[src/rtl/decoder_nxm_scan.sv]
// Registered SEL_W-to-2**SEL_W active-low decoder with a valid/ready select port.
// Defining DECODER_SCAN_MODE_EN adds a timed scan that walks the active line across every output.
module decoder_nxm_scan #(
  parameter  int SEL_W   = 3,
  parameter  int DWELL_W = 4,
  localparam int OUT_W   = 2 ** SEL_W
) (
  input  logic               clk,
  input  logic               rst_n,
  input  logic               en,
  input  logic               sel_valid,
  output logic               sel_ready,
  input  logic [SEL_W-1:0]   sel,
  input  logic               mode,
  input  logic [DWELL_W-1:0] dwell,
  output logic [OUT_W-1:0]   out_n,
  output logic               busy,
  output logic               scan_done
);

  localparam logic [1:0] ST_IDLE = 2'd0;
  localparam logic [1:0] ST_HOLD = 2'd1;
`ifdef DECODER_SCAN_MODE_EN
  localparam logic [1:0] ST_SCAN = 2'd2;
`endif

  logic [1:0]       state_q, state_d;
  logic [OUT_W-1:0] out_n_q, out_n_d;
  logic             accept;

  // Code c pulls line OUT_W-1-c low, which is exactly the bitwise complement of c.
  function automatic logic [OUT_W-1:0] decode(input logic [SEL_W-1:0] code);
    logic [OUT_W-1:0] lines;
    logic [SEL_W-1:0] idx;
    lines      = '1;
    idx        = ~code;
    lines[idx] = 1'b0;
    return lines;
  endfunction

  assign out_n = out_n_q;

`ifdef DECODER_SCAN_MODE_EN

  logic [SEL_W-1:0]   ptr_q, ptr_d;
  logic [SEL_W-1:0]   pos_q, pos_d;
  logic [DWELL_W-1:0] cnt_q, cnt_d;
  logic [DWELL_W-1:0] dwell_q, dwell_d;
  logic               busy_q, busy_d;
  logic               done_q, done_d;

  assign sel_ready = en && (state_q != ST_SCAN);
  assign accept    = sel_valid && sel_ready;
  assign busy      = busy_q;
  assign scan_done = done_q;

  // pos_q counts positions already visited so the pass ends after OUT_W of them,
  // independent of where the pointer started.
  always_comb begin
    state_d = state_q;
    out_n_d = out_n_q;
    ptr_d   = ptr_q;
    pos_d   = pos_q;
    cnt_d   = cnt_q;
    dwell_d = dwell_q;
    busy_d  = busy_q;
    done_d  = 1'b0;
    if (!en) begin
      state_d = ST_IDLE;
      out_n_d = '1;
      busy_d  = 1'b0;
    end else if (state_q == ST_SCAN) begin
      if (cnt_q != dwell_q) begin
        cnt_d = cnt_q + 1'b1;
      end else if (pos_q == '1) begin
        state_d = ST_IDLE;
        out_n_d = '1;
        busy_d  = 1'b0;
        done_d  = 1'b1;
      end else begin
        cnt_d   = '0;
        pos_d   = pos_q + 1'b1;
        ptr_d   = ptr_q + 1'b1;
        out_n_d = decode(ptr_q + 1'b1);
      end
    end else if (accept) begin
      if (mode) begin
        state_d = ST_SCAN;
        ptr_d   = sel;
        pos_d   = '0;
        cnt_d   = '0;
        dwell_d = dwell;
        busy_d  = 1'b1;
        out_n_d = decode(sel);
      end else begin
        state_d = ST_HOLD;
        out_n_d = decode(sel);
      end
    end
  end

  always_ff @(posedge clk) begin
    if (!rst_n) begin
      ptr_q   <= '0;
      pos_q   <= '0;
      cnt_q   <= '0;
      dwell_q <= '0;
      busy_q  <= 1'b0;
      done_q  <= 1'b0;
    end else begin
      ptr_q   <= ptr_d;
      pos_q   <= pos_d;
      cnt_q   <= cnt_d;
      dwell_q <= dwell_d;
      busy_q  <= busy_d;
      done_q  <= done_d;
    end
  end

`else

  // Without scan support mode and dwell have no effect on the decode.
  logic unused_scan_inputs;
  assign unused_scan_inputs = ^{mode, dwell};

  assign sel_ready = en;
  assign accept    = sel_valid && sel_ready;
  assign busy      = 1'b0;
  assign scan_done = 1'b0;

  always_comb begin
    state_d = state_q;
    out_n_d = out_n_q;
    if (!en) begin
      state_d = ST_IDLE;
      out_n_d = '1;
    end else if (accept) begin
      state_d = ST_HOLD;
      out_n_d = decode(sel);
    end
  end

`endif

  always_ff @(posedge clk) begin
    if (!rst_n) begin
      state_q <= ST_IDLE;
      out_n_q <= '1;
    end else begin
      state_q <= state_d;
      out_n_q <= out_n_d;
    end
  end

endmodule

[config.mk]
export PLATFORM = sky130hd
export DESIGN_NAME = decoder_nxm_scan
export DESIGN_NICKNAME = d
export VERILOG_FILES = /design/src/rtl/decoder_nxm_scan.sv
export SDC_FILE = /design/constraint.sdc
export NUM_CORES = 1
export LEC_CHECK = 0
export CAP_MARGIN = 15
export CORE_AREA = 4 4 41 43
export CTS_CLUSTER_SIZE = 16
export DETAILED_ROUTE_END_ITERATION = 10
export DIE_AREA = 0 0 45 47
export HOLD_SLACK_MARGIN = 0.12
export PLACE_DENSITY_LB_ADDON = 0.2
export REMOVE_ABC_BUFFERS = 1
export SLEW_MARGIN = 20
export SYNTH_ARGS = -nofsm -noshare
export SYNTH_HDL_FRONTEND = slang
export SYNTH_SLANG_ARGS = --single-unit
export TNS_END_PERCENT = 5
[constraint.sdc]
create_clock -name clk -period 0.8 [get_ports clk]
set_clock_uncertainty 0.2 [all_clocks]
set_input_delay 0.08 -clock clk [delete_from_list [all_inputs] [get_ports clk]]
set_output_delay 0.08 -clock clk [all_outputs]
set_load 0.01 [all_outputs]
==> flow_summary.json <==
{
  "area_growth_pct": 50.17,
  "nets": 71,
  "vias_per_cell": 4.472,
  "ys.flop_type": "dfxtp_1",
  "r2r_setup_slack_ns": 0.01,
  "firstDrtPassIters": 2,
  "cp_max_fo": 2,
  "ir_drop_uv": 598.6,
  "diodes": 0,
  "fmax_mhz": 1030,
  "vias": 322,
  "cts_setup_buffers": 0,
  "design_area_um2": 558.0,
  "path_buf_inv": 1,
  "cap_violations": 0,
  "violations": "hold timing, setup timing",
  "antenna_found_initial": 0,
  "path_clk_slew_ns": 0.06,
  "p_total_w": 0.0008282,
  "place_area_um2": 536.8,
  "yosys.area.top_type": "dfxtp_1",
  "setup_viol": 8,
  "start_util_pct": 28.56,
  "rr_startpoint": "out_n[1]",
  "clock_tree.root_cell": "clkbuf_4",
  "worstPathArrival_ns": 0.69,
  "cts_max_level": 1,
  "hp-start": "sel[0]",
  "yosysUniqueCellTypes": 15,
  "power_leakage_nw": 0.2353,
  "synth_top_area_share_pct": 43.10,
  "tns_ns": -1.346,
  "grt_setup_unrepaired": "true",
  "drtIter0Drc": 2,
  "r2r-end": "out_n[1]",
  "grt_pass1_wl_mm": 1.221,
  "die_width_um": 45,
  "core_um2": 1301,
  "clk_latency_ns": 0.25,
  "numClockSinks": 8,
  "status": "finished with violations",
  "grt_max_degree": 13,
  "die_y_um": 47,
  "finalNonFillerCells": 72,
  "cpMaxStageDelayCell": "dfxtp_2",
  "period_share_pct": 121.3,
  "ys_ff_latch": 8,
  "fp.dieArea_um2": 2115,
  "critPathCaptureType": "output port",
  "r2r_cells": 2,
  "whs_endpoint": "out_n[7]",
  "io_pins": 23,
  "rows": 13,
  "start_kind": "flip-flop",
  "clockBufferDepth": 2,
  "grt_use_total_pct": 8.617,
  "wl_um": 777,
  "synthTopCellsByCount": "8 x dfxtp_1, 8 x nor2_1, 7 x o21ai_1",
  "synth_area_leaders": "dfxtp_1 43%, o21ai_1 9.4%, nor2_1 8.1%",
  "largest_register_ffs": 8,
  "port_buffers": 15,
  "dp.cells": 69,
  "syn-mean-instance-area_um2": 9.528,
  "netlist_area_um2": 371.6,
  "worstPathRequired_ns": 0.52,
  "cts_tree": "built",
  "layout_setup_ws_ns": -0.1705,
  "hpwl_um": 555.5,
  "powerDensity_nw_per_um2": 1484,
  "hold_viol_final": 1,
  "routedWlPerCell_um": 10.79,
  "synthArstFlopShare_pct": 0,
  "cts_made_buffers": 3,
  "synth-edff-count": 0,
  "critPathKind": "reg2out",
  "path_delay_family": "flip-flops",
  "slew_violations": 0,
  "holdWs_ns": -0.01960,
  "grt_pass1_vias": 298,
  "period_minus_slack_ns": 0.9705,
  "worstHoldPathCells": 3,
  "gp_congestion": 0.6610,
  "route.detailed.drc": 0,
  "drive_gt1_share_pct": 57.89,
  "synth_seq_area_share_pct": 43.10,
  "synth_warnings": 0,
  "slowest_delay_ns": 0.32,
  "antenna_left": 0,
  "grt_remaining_overflow": 0,
  "synthCells": 39,
  "hold_class": "in2reg",
  "worstPathCellList": "buf_6"
}
-- area by class of cell --
class,instances,area [um2]
Tap cell,15,18.77
Clock buffer,3,22.52
Fill cell,150,743.2
Multi-Input combinational cell,27,177.7
Sequential cell,8,170.2
Timing Repair Buffer,19,168.9
-- per-layer routing --
layer / share of wire (%) / up-vias / wire length, um / GRT usage (%)
met5: 0 / - / 0 / 0
met4: 2.2 / 0 / 17 / 8.772
met3: 12 / 2 / 96 / 3.448
met2: 34 / 18 / 268 / 10.45
met1: 51 / 130 / 394 / 10.93
li1: - / 172 / - / -
-- worst max path at each step --
stage	from	end	slack (ns)	cells past startpoint
floorplan	out_n[0]	out_n[0]	0.0005	2
global placement	sel_valid	out_n[0]	-0.57	3
detailed placement	sel_valid	out_n[0]	-0.59	3
CTS	out_n[6]	out_n[6]	-0.18	1
global route	out_n[2]	out_n[2]	-0.19	1
finish	out_n[1]	out_n[1]	-0.17	1
-- cells in the final DEF, fill, tap and decap left out, types with 2 or more instances in the layout --
cell	count
clkbuf_2	3
clkbuf_4	3
conb_1	2
dlygate4sd2_1	2
buf_4	4
o21ai_1	8
dfxtp_2	8
buf_6	8
and4bb_2	2
and4b_1	2
nor2_1	8
-- power breakdown --
group          internal (W)  switching [W]
clock              0.000172       0.000149
combinational     0.0000533      0.0000465
sequential         0.000404     0.00000332
-- cells by family after synthesis --
logic type / share of synthesized area [%]
AO/OA/AOI/OAI: 10.77
other: 1.009
buffers and inverters: 10.10
AND/OR/NAND/NOR: 35.02
flip-flops: 43.10
-- repair_timing --
item	in CTS	in global routing
endpoints found under the hold margin	1	4
pin swaps	0	2
resized for setup	64	3
endpoints found under the setup margin	17	16
gates cloned	0	0
-- metrics by stage --
step	utilization, %	worst slack [ns]
floorplan	-	0.0005315
global placement	41.25	-0.5734
detailed placement	41.25	-0.5884
CTS	44.04	-0.1798
global route	42.88	-0.1860
finish	42.88	-0.1705
No activity file was read; power rests on OpenSTA's default activity.
